File: src/rtl/tt_equiv_sweeper_if.sv
// Row stream of the truth-table sweeper: one minterm per beat, with
// valid/ready flow control.
interface tt_equiv_sweeper_if #(
   parameter int N = 2
);
   logic         out_valid;
   logic         out_ready;
   logic [N-1:0] out_idx;
   logic         out_a;
   logic         out_b;
   logic         out_diff;

   modport master (
      output out_valid, out_idx, out_a, out_b, out_diff,
      input  out_ready
   );

   modport slave (
      input  out_valid, out_idx, out_a, out_b, out_diff,
      output out_ready
   );
endinterface

File: src/rtl/tt_equiv_sweeper.sv
// Walks every minterm of two latched N-variable truth tables, streams each row
// and keeps the mismatch count, the lowest differing minterm and an equal flag.
module tt_equiv_sweeper #(
   parameter  int N  = 2,
   localparam int TT = 2**N
) (
   input  logic                 clk,
   input  logic                 rst_n,
   input  logic                 start,
   input  logic [TT-1:0]        tt_a,
   input  logic [TT-1:0]        tt_b,
   tt_equiv_sweeper_if.master   out,
   output logic                 busy,
   output logic                 done,
   output logic                 equal,
   output logic [N:0]           mism_cnt,
   output logic                 first_vld,
   output logic [N-1:0]         first_idx
);

   typedef enum logic [1:0] {
      S_IDLE  = 2'd0,
      S_SWEEP = 2'd1,
      S_DONE  = 2'd2
   } state_t;

   state_t        state_q;
   logic [N-1:0]  idx_q;
   logic [TT-1:0] ta_q;
   logic [TT-1:0] tb_q;
   logic [N:0]    mism_q;
   logic [N:0]    mism_d;
   logic          fvld_q;
   logic [N-1:0]  fidx_q;
   logic          equal_q;
   logic          done_q;
   logic          busy_q;
   logic          valid_q;

   logic          row_a;
   logic          row_b;
   logic          row_diff;
   logic          xfer;
   logic          last_row;

   assign row_a    = ta_q[idx_q];
   assign row_b    = tb_q[idx_q];
   assign row_diff = row_a ^ row_b;
   assign xfer     = valid_q & out.out_ready;
   assign last_row = (idx_q == N'(TT - 1));
   // mism_d is also used to form equal on the final beat, so the last row counts
   assign mism_d   = mism_q + {{N{1'b0}}, row_diff};

   always_ff @(posedge clk or negedge rst_n) begin
      if (!rst_n) begin
         state_q <= S_IDLE;
         idx_q   <= '0;
         ta_q    <= '0;
         tb_q    <= '0;
         mism_q  <= '0;
         fvld_q  <= 1'b0;
         fidx_q  <= '0;
         equal_q <= 1'b0;
         done_q  <= 1'b0;
         busy_q  <= 1'b0;
         valid_q <= 1'b0;
      end else begin
         done_q <= 1'b0;
         unique case (state_q)
            S_IDLE: begin
               if (start) begin
                  ta_q    <= tt_a;
                  tb_q    <= tt_b;
                  idx_q   <= '0;
                  mism_q  <= '0;
                  fvld_q  <= 1'b0;
                  fidx_q  <= '0;
                  equal_q <= 1'b0;
                  valid_q <= 1'b1;
                  busy_q  <= 1'b1;
                  state_q <= S_SWEEP;
               end
            end
            S_SWEEP: begin
               if (xfer) begin
                  mism_q <= mism_d;
                  if (row_diff && !fvld_q) begin
                     fvld_q <= 1'b1;
                     fidx_q <= idx_q;
                  end
                  if (last_row) begin
                     valid_q <= 1'b0;
                     done_q  <= 1'b1;
                     equal_q <= (mism_d == '0);
                     state_q <= S_DONE;
                  end else begin
                     idx_q <= idx_q + 1'b1;
                  end
               end
            end
            S_DONE: begin
               busy_q  <= 1'b0;
               state_q <= S_IDLE;
            end
            default: state_q <= S_IDLE;
         endcase
      end
   end

   assign out.out_valid = valid_q;
   assign out.out_idx   = idx_q;
   assign out.out_a     = row_a;
   assign out.out_b     = row_b;
   assign out.out_diff  = row_diff;

   assign busy      = busy_q;
   assign done      = done_q;
   assign equal     = equal_q;
   assign mism_cnt  = mism_q;
   assign first_vld = fvld_q;
   assign first_idx = fidx_q;

endmodule

File: src/flat_wrapper.sv
// flat-port wrapper written by rule: the top's interface ports become plain ports
module tt_equiv_sweeper_flat 
#(
   parameter  int N  = 2,
   localparam int TT = 2**N
)
  (clk, rst_n, start, tt_a, tt_b, busy, done, equal, mism_cnt, first_vld, first_idx, out_out_valid, out_out_idx, out_out_a, out_out_b, out_out_diff, out_out_ready);
  tt_equiv_sweeper_if #(.N(N)) out_i ();
  input  logic clk;
  input  logic rst_n;
  input  logic start;
  input  logic [TT-1:0] tt_a;
  input  logic [TT-1:0] tt_b;
  output logic busy;
  output logic done;
  output logic equal;
  output logic [N:0] mism_cnt;
  output logic first_vld;
  output logic [N-1:0] first_idx;
  output wire logic [$bits(out_i.out_valid)-1:0] out_out_valid;
  output wire logic [$bits(out_i.out_idx)-1:0] out_out_idx;
  output wire logic [$bits(out_i.out_a)-1:0] out_out_a;
  output wire logic [$bits(out_i.out_b)-1:0] out_out_b;
  output wire logic [$bits(out_i.out_diff)-1:0] out_out_diff;
  input wire logic [$bits(out_i.out_ready)-1:0] out_out_ready;
  assign out_out_valid = out_i.out_valid;
  assign out_out_idx = out_i.out_idx;
  assign out_out_a = out_i.out_a;
  assign out_out_b = out_i.out_b;
  assign out_out_diff = out_i.out_diff;
  assign out_i.out_ready = out_out_ready;
  tt_equiv_sweeper #(.N(N)) u_core (.clk(clk), .rst_n(rst_n), .start(start), .tt_a(tt_a), .tt_b(tt_b), .out(out_i), .busy(busy), .done(done), .equal(equal), .mism_cnt(mism_cnt), .first_vld(first_vld), .first_idx(first_idx));
endmodule
File: config.mk
export PLATFORM = sky130hd
export DESIGN_NAME = tt_equiv_sweeper_flat
export DESIGN_NICKNAME = d
export VERILOG_FILES = /design/src/rtl/tt_equiv_sweeper_if.sv /design/src/rtl/tt_equiv_sweeper.sv /design/src/flat_wrapper.sv
export SDC_FILE = /design/constraint.sdc
export NUM_CORES = 1
export LEC_CHECK = 0
export ABC_AREA = 1
export BUFFER_PORTS_ARGS = -buffer_cell sky130_fd_sc_hd__buf_4
export CAP_MARGIN = 15
export CORE_MARGIN = 2
export CORE_UTILIZATION = 33
export DETAILED_ROUTE_END_ITERATION = 8
export SLEW_MARGIN = 20
export SYNTH_ARGS = -nofsm -noshare
export SYNTH_HDL_FRONTEND = slang
export SYNTH_SLANG_ARGS = --single-unit
export TNS_END_PERCENT = 20
File: constraint.sdc
create_clock -name clk -period 3.4 [get_ports clk]
set_input_delay 0.17 -clock clk [delete_from_list [all_inputs] [get_ports clk]]
set_output_delay 0.17 -clock clk [all_outputs]
set_load 0.01 [all_outputs]
Yosys cells after proc, flatten, opt, wreduce, memory -nomap -nowiden --
Index checks and enable logic that the tools add are counted.
Word-level totals: bits of input ports 12, bits in registers 22
Cells by class: mux-type cells 33, equal/unequal tests 8, bitwise gates (word level) 2, magnitude comparators 1, add/subtract/negate cells 2, reduce and logical (&&, ||, !) cells 13
Operators with widths (number):
- $mux W2 | 8
- $mux W1 | 13
- $pmux W2 S2 | 3
- $reduce_and A4 Y1 | 3
- $pmux W1 S2 | 4
- $mux W3 | 2
- $ne A2 B1 Y1 const B | 3
- $pmux W3 S2 | 1
- $reduce_and A3 Y1 | 2
- $bmux W1 S2 | 2
- $eq A2 B2 Y1 const B | 2
- $ne A2 B2 Y1 const B | 2
- $reduce_and A2 Y1 | 2
- $reduce_bool A2 Y1 | 2
- $add A3 B1 Y3 | 1
- $logic_not A3 Y1 | 1
- $lt A2 B3 Y1 const B | 1
- $add A2 B1 Y2 const B | 1
- $eq A2 B1 Y1 const B | 1
- $logic_not A2 Y1 | 1
- $and A1 B1 Y1 | 1
- $logic_and A1 B1 Y1 | 1
- $logic_not A1 Y1 | 1
- $xor A1 B1 Y1 | 1

Longest topological paths before layout --
depth in word-level cells 8, mapped depth 13, depth with buffers taken out 13

Worst setup path after synthesis --
No wires, ideal clock.
path type register to register, from reg u_core.idx_q[0], in the netlist u_core.out.out_idx[0], to reg u_core.equal_q, in the netlist u_core.equal, arrival time 1943 ps, required time 3323 ps, path slack 1380 ps, cell stages (with the launch flop) 14, cells stage by stage dfrtp_1 > inv_2 > nand2_2 > nand2_1 > nand2_1 > nand2_2 > nand2_2 > and2_2 > ha_1 > ha_1 > xor2_1 > nor3_1 > nand2_1 > a21oi_1
Between the ends: longest elaborated chain between the ends 8
Ends and longest elaborated chain:
- start: declaration | RTL line tt_equiv_sweeper.sv:28 | logic [N-1:0] idx_q;
- start signal: assignment | RTL line tt_equiv_sweeper.sv:97 | idx_q <= idx_q + 1'b1;
- $bmux W1 S2 | RTL line tt_equiv_sweeper.sv:46 | assign row_a = ta_q[idx_q];
- $mux W1 (implied by the code) | RTL line tt_equiv_sweeper.sv:46
- net out_out_a | RTL line flat_wrapper.sv:22 | output wire logic [$bits(out_i.out_a)-1:0] out_out_a;
- $xor A1 B1 Y1 | RTL line tt_equiv_sweeper.sv:48 | assign row_diff = row_a ^ row_b;
- net out_out_diff | RTL line flat_wrapper.sv:24 | output wire logic [$bits(out_i.out_diff)-1:0] out_out_diff;
- $add A3 B1 Y3 | RTL line tt_equiv_sweeper.sv:52 | assign mism_d = mism_q + {{N{1'b0}}, row_diff};
- $logic_not A3 Y1 | RTL line tt_equiv_sweeper.sv:94 | equal_q <= (mism_d == '0);
- $mux W1 | RTL line tt_equiv_sweeper.sv:91 | if (last_row) begin
- $mux W1 | RTL line tt_equiv_sweeper.sv:85 | if (xfer) begin
- $pmux W1 S2 | RTL line tt_equiv_sweeper.sv:69 | unique case (state_q)
- end signal: assignment | RTL line tt_equiv_sweeper.sv:94
- end: declaration | RTL line tt_equiv_sweeper.sv:35 | logic equal_q;
The timed path passes the listed nets, and every way through them passes these cells. The select of a mux whose other input is x is not followed. A chain may end at the register's enable or synchronous reset.

Worst setup path in the final report --
from reg u_core.idx_q[0], in the netlist u_core.out.out_idx[0], to reg u_core.equal_q, in the netlist u_core.equal
Between the ends: longest elaborated chain between the ends 8
Ends and longest elaborated chain (RTL line):
- $bmux W1 S2 (on tied branches) | tt_equiv_sweeper.sv:46, tt_equiv_sweeper.sv:47
- $mux W1 (on tied branches) | tt_equiv_sweeper.sv:46, tt_equiv_sweeper.sv:47
- $xor A1 B1 Y1 | tt_equiv_sweeper.sv:48
- $add A3 B1 Y3 | tt_equiv_sweeper.sv:52
- $logic_not A3 Y1 | tt_equiv_sweeper.sv:94
- $mux W1 | tt_equiv_sweeper.sv:91
- $mux W1 | tt_equiv_sweeper.sv:85
- $pmux W1 S2 | tt_equiv_sweeper.sv:69
Parallel ways exist; a longest one is shown, timed or not. The select of a mux whose other input is x is not followed.

==> results.json <==
{
  "ant_nets": 0,
  "drv_cap": 0,
  "synth_nets": 135,
  "cts_tree": "done",
  "slew_headroom_pct": 72.8,
  "start_kind": "register",
  "avgSynthCellArea_um2": 9.21,
  "tightest_slew_ps": 407,
  "finalSetupViolations": 0,
  "routed_wl_mm": 2.29,
  "r2r-end": "u_core.equal",
  "start_util_pct": 33.6,
  "syn_inst": 120,
  "cts_root_buf": "clkbuf_4",
  "cp_data_required_time_ps": 3660,
  "ys_seq_area_share_pct": 49.8,
  "tns_ps": 0,
  "total_power_w": 0.000426,
  "internal_power_w": 0.000336,
  "endpoint_kind": "register",
  "timing.final.crit_share_pct": 62.8,
  "overflow": 0,
  "status": "finished, final reports clean",
  "final.fill_count": 324,
  "netlist_area_um2": 1100,
  "rsz0062_at_grt": "false",
  "hold_buffers": 1,
  "gp_congestion": 0.841,
  "power_switching_w": 0.0000905,
  "power_frac_comb_pct": 3.7,
  "ys_seq_elements": 22,
  "die_w_um": 61.9,
  "die_h_um": 61.9,
  "numCtsBuffers": 3,
  "regToRegSetupSlack_ps": 1260,
  "critPathKind": "register to register",
  "diodes": 0,
  "finalClockSkew_ps": 8.18,
  "hold_path_class": "input pin to register",
  "num-nets-final": 166,
  "rr_startpoint": "u_core.out.out_idx[0]",
  "dieArea_um2": 3830,
  "firstDrtPassIters": 4,
  "hold_end": "u_core.ta_q[3]",
  "period_needed_ps": 2140,
  "vias_per_cell": 4.70,
  "vias": 922,
  "post-route-util_pct": 42.6,
  "final_common_cell": "nand2_1",
  "clk_pin_slew_ps": 130,
  "num_rows": 21,
  "antenna_found_initial": 0,
  "area_growth_syn_to_layout_pct": 26.6,
  "whs_path_depth": 2,
  "coreArea_um2": 3280,
  "dp.cells": 191,
  "clockPowerShare_pct": 35.0,
  "yosys_warnings": 0,
  "r2r_cells": 13,
  "drc": 0,
  "cts_num_sinks": 22,
  "stdcell_count": 196,
  "clockBufferDepth": 2,
  "timing.fmax_mhz": 468,
  "grt_pass1_vias": 892,
  "boundaryPins": 27,
  "grt_util_all_layers_pct": 13.6,
  "power_leakage_nw": 0.757,
  "worstPathMaxFanout": 8,
  "cts-resized-gates": 0,
  "crit_arrival_ps": 2400,
  "portBuffers": 26,
  "htree_levels": 1,
  "grt_max_degree": 23,
  "grt_pass1_wl_mm": 3.86,
  "clk-insertion-delay-late_ps": 320,
  "drv_slew": 0,
  "seqPwrFrac_pct": 61.3,
  "startpoint": "u_core.out.out_idx[0]",
  "final_cell_mix": "nand2_1 (28), buf_4 (26), dfrtp_1 (22), nand3_1 (16)",
  "avgRoutedWirePerCell_um": 11.7,
  "hpwl_mm": 1.72,
  "p_sw_share_pct": 21.2,
  "seq_area_um2": 551,
  "vdd_ir_drop_max_v": 0.000108,
  "multi_input_area_um2": 517,
  "post_cts.repair.setup_buffers": 0,
  "hold_viol_final": 0,
  "synthDistinctLibCells": 21,
  "initialDrtViolationCount": 55,
  "drive_gt1_share_pct": 36.7,
  "powerDensity_nw_per_um2": 305,
  "hp-start": "tt_a[3]"
}
synthesized netlist by cell type, drive strengths merged:
cell	n	area share (%)
nand2	40	18
nor2	9	3.1
inv	8	2.9
ha	3	3.4
a21oi	3	1.4
o21ai	7	3.5
mux2	6	6.1
xor2	1	0.79
dfrtp	22	50
buf	1	0.45
and2	1	0.68
nand3	18	9.7
nor3	1	0.45
power groups by stage:
| stage | Sequential, W | Clock, W | Combinational, W |
|---|---|---|---|
| after global routing | 0.000262 | 0.000162 | 0.0000181 |
| after floorplan | 0.000267 | 0 | 0.000000121 |
| after CTS | 0.000262 | 0.000150 | 0.0000164 |
| after detailed placement | 0.000267 | 0 | 0.0000155 |
| final | 0.000262 | 0.000149 | 0.0000157 |
| after global placement | 0.000267 | 0 | 0.0000152 |
how the worst max path moves through the flow:
stage	depth (start not counted)	endpoint	slack, ps
2_1_floorplan	13	u_core.equal	1380
3_3_place_gp	13	u_core.equal	1390
3_5_place_dp	13	u_core.equal	1280
4_1_cts	13	u_core.equal	1260
5_1_grt	12	u_core.equal	1050
6_report	13	u_core.equal	1260
worst max-delay path: stages (launching register included):
cell and delay (ps):
dfrtp_1 490, inv_2 180, nand2_2 70, nand2_1 60, nand2_1 50, nand2_2 90
nand2_2 50, and2_2 180, ha_1 180, ha_1 200, xor2_1 180, nor3_1 150
nand2_1 70, a21oi_1 110
flip-flops by register name, indices dropped and copies added (netlist names):
signal and cells:
u_core.out.out_valid 1, u_core.tb_q 4, u_core.mism_cnt 3, u_core.busy 1, u_core.first_vld 1, u_core.equal 1
u_core.first_idx 2, u_core.out.out_idx 2, u_core.state_q 2, u_core.ta_q 4, u_core.done 1
final cells by class:
cell class / count / area share (%)
inverters: 8 / 2.33
multi-input cells: 89 / 36.9
well taps: 46 / 4.11
flip-flops and latches: 22 / 39.4
clock buffers: 4 / 2.59
repair buffers: 27 / 14.7
cell families (layout without fill, tap and decap cells):
group | Yosys count | after routing | synth area share, %
AND/OR/NAND/NOR | 69 | 69 | 31.6
XOR/XNOR | 1 | 1 | 0.793
flip-flops | 22 | 22 | 49.8
adder cells (fa/ha/maj) | 3 | 3 | 3.40
buffers and inverters | 9 | 39 | 3.40
multiplexers | 6 | 6 | 6.12
AO/OA/AOI/OAI | 10 | 10 | 4.87
through the flow:
step                hold WS (ps)  area, um^2  worst slack (ps)
floorplan                   -126        1100              1380
global placement            72.5        1350              1390
detailed placement          75.8        1350              1280
CTS                         82.0        1400              1260
global route                79.9        1400              1050
finish                      79.4        1400              1260
routing by layer:
metal / vias up / wire length [um] / global-route usage, %
li1: 457 / - / -
met1: 437 / 1040 / 17.2
met2: 23 / 1130 / 22.9
met3: 5 / 73 / 2.07
met4: 0 / 46 / 6.08
met5: - / 0 / 0
(Power assumes the default switching activity.)
